File: config.mk
export PLATFORM = sky130hd
export DESIGN_NAME = branch_resolver
export DESIGN_NICKNAME = d
export VERILOG_FILES = /design/src/rtl/mips_core_pkg.sv /design/src/rtl/branch_cond_eval.sv /design/src/rtl/branch_resolver.sv
export SDC_FILE = /design/constraint.sdc
export NUM_CORES = 1
export LEC_CHECK = 0
export ABC_AREA = 1
export CORE_ASPECT_RATIO = 1.75
export CORE_MARGIN = 2
export CORE_UTILIZATION = 35
export CTS_CLUSTER_SIZE = 20
export DETAILED_ROUTE_END_ITERATION = 8
export PLACE_DENSITY = 0.72
export SLEW_MARGIN = 20
export SYNTH_ARGS = -nofsm -noshare
export SYNTH_HDL_FRONTEND = slang
export SYNTH_HIERARCHICAL = 1
export SYNTH_SLANG_ARGS = --single-unit
File: constraint.sdc
create_clock -name clk -period 1.5 [get_ports clk]
set_input_delay 0.375 -clock clk [delete_from_list [all_inputs] [get_ports clk]]
set_output_delay 0.375 -clock clk [all_outputs]
set_load 0.005 [all_outputs]
File: src/rtl/mips_core_pkg.sv
// Shared MIPS core types: branch outcome, branch condition codes and resolver FSM states.
package mips_core_pkg;

  typedef enum logic {
    NOT_TAKEN = 1'b0,
    TAKEN     = 1'b1
  } branch_outcome_e;

  typedef enum logic [2:0] {
    BEQ  = 3'd0,
    BNE  = 3'd1,
    BLEZ = 3'd2,
    BGTZ = 3'd3,
    BLTZ = 3'd4,
    BGEZ = 3'd5
  } branch_cond_e;

  typedef enum logic {
    RUN    = 1'b0,
    SQUASH = 1'b1
  } resolver_state_e;

endpackage

File: src/rtl/branch_cond_eval.sv
// Combinational evaluation of a conditional branch outcome from its register operands.
module branch_cond_eval
  import mips_core_pkg::*;
#(
  parameter int DATA_WIDTH = 32
) (
  input  logic [2:0]            i_cond,
  input  logic [DATA_WIDTH-1:0] i_op_a,
  input  logic [DATA_WIDTH-1:0] i_op_b,
  output branch_outcome_e       o_outcome
);

  logic a_neg;
  logic a_zero;
  logic taken;

  // Zero compares are signed: sign bit plus an all-zero test covers every case.
  assign a_neg  = i_op_a[DATA_WIDTH-1];
  assign a_zero = (i_op_a == '0);

  always_comb begin
    taken = 1'b0;
    case (i_cond)
      BEQ:     taken = (i_op_a == i_op_b);
      BNE:     taken = (i_op_a != i_op_b);
      BLEZ:    taken = a_neg | a_zero;
      BGTZ:    taken = ~a_neg & ~a_zero;
      BLTZ:    taken = a_neg;
      BGEZ:    taken = ~a_neg;
      default: taken = 1'b0;
    endcase
  end

  assign o_outcome = taken ? TAKEN : NOT_TAKEN;

endmodule

File: src/rtl/branch_resolver.sv
// Execute-stage branch resolution: predictor feedback, misprediction redirect,
// saturating statistics and a post-redirect squash window.
//   state  | meaning
//   RUN    | branches accepted and resolved
//   SQUASH | wrong-path window after a redirect; inputs ignored
module branch_resolver
  import mips_core_pkg::*;
#(
  parameter int ADDR_WIDTH    = 32,
  parameter int DATA_WIDTH    = 32,
  parameter int CNT_WIDTH     = 32,
  parameter int SQUASH_CYCLES = 2
) (
  input  logic                  clk,
  input  logic                  rst_n,
  input  logic                  i_stall,
  input  logic                  i_flush,
  input  logic                  i_valid,
  input  logic                  i_is_jump,
  input  logic [2:0]            i_cond,
  input  logic [ADDR_WIDTH-1:0] i_pc,
  input  logic [ADDR_WIDTH-1:0] i_recovery_target,
  input  logic                  i_prediction,
  input  logic [DATA_WIDTH-1:0] i_op_a,
  input  logic [DATA_WIDTH-1:0] i_op_b,
  output logic                  o_fb_valid,
  output logic [ADDR_WIDTH-1:0] o_fb_pc,
  output logic                  o_fb_prediction,
  output logic                  o_fb_outcome,
  output logic                  o_redirect_valid,
  output logic [ADDR_WIDTH-1:0] o_redirect_pc,
  output logic [CNT_WIDTH-1:0]  o_branch_count,
  output logic [CNT_WIDTH-1:0]  o_mispredict_count
);

  localparam int SW = $clog2(SQUASH_CYCLES + 1);

  resolver_state_e state, state_nxt;
  logic [SW-1:0]   squash_cnt, squash_cnt_nxt;
  branch_outcome_e outcome;
  logic            accept;
  logic            mispredict;

  branch_cond_eval #(
    .DATA_WIDTH(DATA_WIDTH)
  ) u_eval (
    .i_cond   (i_cond),
    .i_op_a   (i_op_a),
    .i_op_b   (i_op_b),
    .o_outcome(outcome)
  );

  assign accept     = i_valid & ~i_is_jump & ~i_stall & ~i_flush & (state == RUN);
  assign mispredict = accept & (outcome != i_prediction);

  always_ff @(posedge clk or negedge rst_n) begin
    if (!rst_n) begin
      state      <= RUN;
      squash_cnt <= '0;
    end else begin
      state      <= state_nxt;
      squash_cnt <= squash_cnt_nxt;
    end
  end

  always_comb begin
    state_nxt      = state;
    squash_cnt_nxt = squash_cnt;
    case (state)
      RUN: begin
        if (mispredict) begin
          state_nxt      = SQUASH;
          squash_cnt_nxt = SW'(SQUASH_CYCLES - 1);
        end
      end
      SQUASH: begin
        if (squash_cnt == '0) state_nxt = RUN;
        else                  squash_cnt_nxt = squash_cnt - 1'b1;
      end
      default: state_nxt = RUN;
    endcase
  end

  // Valid flags pulse for one cycle; data fields hold until the next event.
  always_ff @(posedge clk or negedge rst_n) begin
    if (!rst_n) begin
      o_fb_valid       <= 1'b0;
      o_fb_pc          <= '0;
      o_fb_prediction  <= 1'b0;
      o_fb_outcome     <= 1'b0;
      o_redirect_valid <= 1'b0;
      o_redirect_pc    <= '0;
    end else begin
      o_fb_valid       <= accept;
      o_redirect_valid <= mispredict;
      if (accept) begin
        o_fb_pc         <= i_pc;
        o_fb_prediction <= i_prediction;
        o_fb_outcome    <= (outcome == TAKEN);
      end
      if (mispredict) o_redirect_pc <= i_recovery_target;
    end
  end

  always_ff @(posedge clk or negedge rst_n) begin
    if (!rst_n) begin
      o_branch_count     <= '0;
      o_mispredict_count <= '0;
    end else begin
      if (accept && !(&o_branch_count))
        o_branch_count <= o_branch_count + CNT_WIDTH'(1);
      if (mispredict && !(&o_mispredict_count))
        o_mispredict_count <= o_mispredict_count + CNT_WIDTH'(1);
    end
  end

endmodule

; ---- Yosys cells after proc, flatten, opt, wreduce, memory -nomap -nowiden
; Index checks and enable logic that the tools add are counted.
[totals]
reg_bits = 135
in_bits = 138
[classes]
addsub = 3
n_eq_ne = 10
mux = 8
bitwise = 13
n_reduce_logical = 10
[ops]
columns = cell, n
row1 = "32-bit by 1-bit adder with 32-bit output, second input constant", 2
row2 = 32-bit AND reduction, 2
row3 = 32-bit == test, 1
row4 = 32-bit zero test, 1
row5 = 32-bit inequality test, 1
row6 = 1-bit AND, 6
row7 = "3-bit by 2-bit == test with 1-bit output, second input constant", 2
row8 = "3-bit == test, second input constant", 2
row9 = 1-bit inverter, 6
row10 = 1-bit case mux with 6 select lines, 1
row11 = 2-bit two-way mux, 2
row12 = "2-bit inequality test, second input constant", 2
row13 = 2-bit case mux with 2 select lines, 1
row14 = "3-bit by 1-bit == test with 1-bit output, second input constant", 1
row15 = 3-bit zero test, 1
row16 = 1-bit two-way mux, 3
row17 = 1-bit logical AND, 2
row18 = 1-bit zero test, 2
row19 = 2-bit zero test, 1
row20 = 1-bit case mux with 2 select lines, 1
row21 = 2-bit AND reduction, 1
row22 = "2-bit by 1-bit subtractor with 2-bit output, second input constant", 1
row23 = 1-bit inequality test, 1
row24 = 1-bit OR, 1

; ---- Longest topological paths before layout
[depth]
depth_word = 9
depth_mapped = 18

; ---- By module
; The synthesis kept the hierarchy.
[by_module_without_submodules]
columns = mod, n_inst, cells_per_inst, area_each_um2
row1 = branch_resolver, 1, 981, 7058.0
row2 = branch_cond_eval, 1, 128, 645.6

; ---- Worst setup path after synthesis
; OpenSTA, ideal clock, no wires.
[synth_timing]
path_type = input-to-reg
start = input i_op_a[19]
end = register o_mispredict_count[28]
setup_time_ps = 117
arrival_ps = 1874
slack_ps = -490
stages = 16
n_path_buf = 1
path_cell_list = xnor2_1 > nand2_1 > nor2_1 > nand2_1 > nor2_4 > nand2_1 > nand2_1 > nand2_1 > nand2_1 > xor2_1 > nand2_4 > nor2_4 > buf_4 > nand3_1 > nand2_1 > nand2_1
[synth_between]
elab_chain_cells = 8
word_cells_on_any_way = 11
cone_classes = eq/ne: 3 / mux: 2 / bitwise: 4 / reduce/logical: 2
[synth_lines]
columns = element, line_no
row1 = "start, declared", branch_resolver.sv:24  ; input logic [DATA_WIDTH-1:0] i_op_a,
row2 = 32-bit zero test, branch_cond_eval.sv:19  ; assign a_zero = (i_op_a == '0);
row3 = 1-bit inverter, branch_cond_eval.sv:27  ; BGTZ: taken = ~a_neg & ~a_zero;
row4 = 1-bit AND, branch_cond_eval.sv:27
row5 = 1-bit case mux with 6 select lines *, branch_cond_eval.sv:23  ; case (i_cond)
row6 = 1-bit two-way mux *, branch_cond_eval.sv:34  ; assign o_outcome = taken ? TAKEN : NOT_TAKEN;
row7 = named net outcome, branch_resolver.sv:40  ; branch_outcome_e outcome;
row8 = 1-bit inequality test *, branch_resolver.sv:54  ; assign mispredict = accept & (outcome != i_prediction);
row9 = 1-bit AND *, branch_resolver.sv:54
row10 = 1-bit logical AND *, branch_resolver.sv:112  ; if (mispredict && !(&o_mispredict_count))
row11 = "end signal, assigned", branch_resolver.sv:113  ; o_mispredict_count <= o_mispredict_count + CNT_WIDTH'(1);
row12 = "end, declared", branch_resolver.sv:33  ; output logic [CNT_WIDTH-1:0] o_mispredict_count
; The timed path passes the listed nets; every way through them passes the cells marked *.
; A chain may end at the register's enable or synchronous reset.

; ---- Worst setup path after layout
[layout_timing]
start = register o_branch_count[0]
end = register o_branch_count[14]
[layout_between]
elab_chain_cells = 3
word_cells_on_any_way = 4
cone_classes = add/sub: 1 / reduce/logical: 3
[layout_lines]
columns = element, line_no
row1 = "start, declared", branch_resolver.sv:32  ; output logic [CNT_WIDTH-1:0] o_branch_count,
row2 = "start signal, assigned", branch_resolver.sv:111  ; o_branch_count <= o_branch_count + CNT_WIDTH'(1);
row3 = branches (longest 3 deep; another with 32-bit by 1-bit adder with 32-bit output), -
; Several ways; the timed one is not identified.

==> reports/metrics.cfg <==
[outcome]
status=finished with violations
violations=negative setup slack

[timing]
fmaxAchievable_ghz=0.483
maxSlewHeadroom_pct=63.6
slew_violations=0
finalCritPeriodShare_pct=138
tightest_slew_ns=0.544
hold_violations=0
whs_ns=0.428
setup_viol=105
fin_worst_skew_ns=0.00939
post-route-min-period_ns=2.07
rsz0062_at_grt=true
setup_ws_ns=-0.570
setup_tns_ns=-34.72

[synthesis]
synth_flop_cell=dfrtp_1
netlist_area_um2=7700
ys_seq_area_share_pct=43.9
async_reset_ff_share_pct=100
synth_warnings=6
yosysUniqueCellTypes=29
ys_ff_latch=135
synth_area_per_cell_um2=6.95
syn_inst=1109
synth_edf_count=0
syn_nets=1250

[floorplan]
num_io_pins=270
row_count=71
die-area_um2=23300
dieWidth_um=116
initial_core_util_pct=35.7
die_h_um=200
core_um2=21600

[grt]
grt_max_degree=41
grt_pass1_wl_um=50500
grt-ovfl-total=0
grt_usage_pct=28.0
antenna_found_initial=2
grt_pass1_vias=9978

[placed_design]
post_dp_cell_area_um2=11600
portBuffers=269
hpwl_um=20000
dp.cells=1757
finalWeightedCongestion=0.905
dp_slack_ns=-1.24

[setup_path]
cp_max_fo=3
critPathRequiredTime_ns=1.87
cp-start-kind=register
crit_chain=buf_6 -> ha_4 -> inv_4 -> nor2_4 -> buf_4 -> nand2_1 -> nor2_1 -> xor2_1 -> nand2_4 -> nand2_2
crit_buf_inv=3
critPathTopFamily=simple AND/OR/NAND/NOR gates
crit_type=reg -> reg
cpPeakStageDelay_ns=0.50
crit_slowest_cell=xor2_1
worstPathArrival_ns=2.44
worst_setup_path_end_kind=register

[route]
drt_iter0_markers=695
routed_via_density=5.06
wirelength_um=35100
first_pass_iters=5
drc=0
vias=9888
wl_per_cell_um=17.9
drtAntennaViolNets=0

[power]
power.leakage_nw=7.46
power_density_nw_per_um2=839
peakVddDrop_mv=0.560
power_mw=12.2

[final_layout]
layout.cells.most_common=nand2_1
final_cell_mix=nand2_1 (412), buf_4 (185), dfrtp_1 (130)
fin_nets=1789
drive_above_1_share_pct=40.8
final_area_um2=14600
post-route-util_pct=67.6
synthToLayoutAreaGrowth_pct=89.5
final_cells=1954

[min_path]
hold_path.class=in -> async

[cts]
numCtsBuffers=17
cts_sinks=135
clk_pin_slew_ns=0.06
clockBufferDepth=2
cts_tree=yes
cts-htree-levels=4
clock_latency_ns=0.43
root_buffer=clkbuf_16

[run]
maxCapViolations=0

-- routing by layer --
layer | share of wire (%) | vias up | track usage, %
met1 | 33 | 4632 | 27.4
li1 | - | 4496 | -
met4 | 7.9 | 2 | 17.8
met3 | 6.2 | 213 | 5.48
met2 | 53 | 545 | 51.9
met5 | 0.037 | - | 0
-- power breakdown --
| group | leakage [nW] | total, mW | switching, mW | internal [mW] |
|---|---|---|---|---|
| logic | 5.39 | 3.24 | 1.46 | 1.78 |
| clock network | 0.294 | 4.45 | 1.74 | 2.71 |
| registers | 1.78 | 4.57 | 0.332 | 4.23 |
| total | 7.46 | 12.2 | 3.53 | 8.72 |
-- final timing paths --
check / from / to / slack (ns) / depth (start not counted)
setup / recovery: o_branch_count[0]$_DFFE_PN0P_ / o_branch_count[14]$_DFFE_PN0P_ / -0.57 / 10
hold / removal: rst_n / o_redirect_pc[26]$_DFFE_PN0P_ / 0.43 / 2
setup reg to reg: o_branch_count[0]$_DFFE_PN0P_ / o_branch_count[14]$_DFFE_PN0P_ / -0.57 / 10
hold reg to reg: o_fb_pc[6]$_DFFE_PN0P_ / o_fb_pc[6]$_DFFE_PN0P_ / 0.47 / 2
max in group asynchronous: rst_n / o_branch_count[2]$_DFFE_PN0P_ / 0.50 / 3
min in group clk: o_fb_pc[6]$_DFFE_PN0P_ / o_fb_pc[6]$_DFFE_PN0P_ / 0.47 / 2
-- cell usage after synthesis, drive strengths merged, types with 2 or more instances --
library cell / count / area (um^2)
xor2: 9 / 78.8
xnor2: 39 / 342
nor3: 2 / 10.0
dfrtp: 135 / 3380
clkbuf: 6 / 22.5
nand4: 23 / 144
nand3b: 5 / 37.5
inv: 80 / 303
o21ai: 12 / 60.1
a21oi: 5 / 25.0
nand2: 563 / 2170
buf: 18 / 120
ha: 3 / 37.5
nor2: 155 / 698
nand3: 51 / 260
-- state kept, by name (all words and copies together), names as in the netlist --
name	flops
o_branch_count	32
o_fb_pc	32
o_mispredict_count	32
o_redirect_pc	32
squash_cnt	2
o_fb_outcome	1
o_fb_prediction	1
o_fb_valid	1
o_redirect_valid	1
state	1
-- layout make-up --
class	count	area [um^2]
diodes	1	2.50
clock buffers	21	460
clock inverters	11	146
fillers	1611	6990
inverters	80	334
multi-input cells	871	4900
flip-flops and latches	135	3380
well taps	292	365
repair buffers	539	4960
repair inverters	4	47.5
-- timing repair --
item	CTS	global route
pin swaps	139	89
hold buffers	1	0
resized for setup	737	206
endpoints found under the hold margin	33	0
setup buffers	136	38
gates cloned	16	2
setup endpoints to repair	255	175
-- kinds of logic (layout without fill, tap and decap cells) --
group / count (synthesis) / in the layout / share of synthesized area (%)
other: 0 / 1 / 0
adders and majority gates: 3 / 3 / 0.487
DFF: 135 / 135 / 43.9
and+or+nand+nor: 801 / 802 / 43.2
xor gates and xnor gates: 48 / 48 / 5.46
buffers and inverters: 104 / 655 / 5.78
AOI/OAI and AO/OA: 18 / 18 / 1.19
-- worst register-to-register path: cells and delay by family (launching register included) --
kind / cells / cell delay, ns
XOR/XNOR: 1 / 0.50
adder cells (fa/ha/maj): 1 / 0.15
buffers and inverters: 3 / 0.31
flip-flops: 1 / 0.39
AND/OR/NAND/NOR: 5 / 0.68
Power figures use the tool's default switching activity.
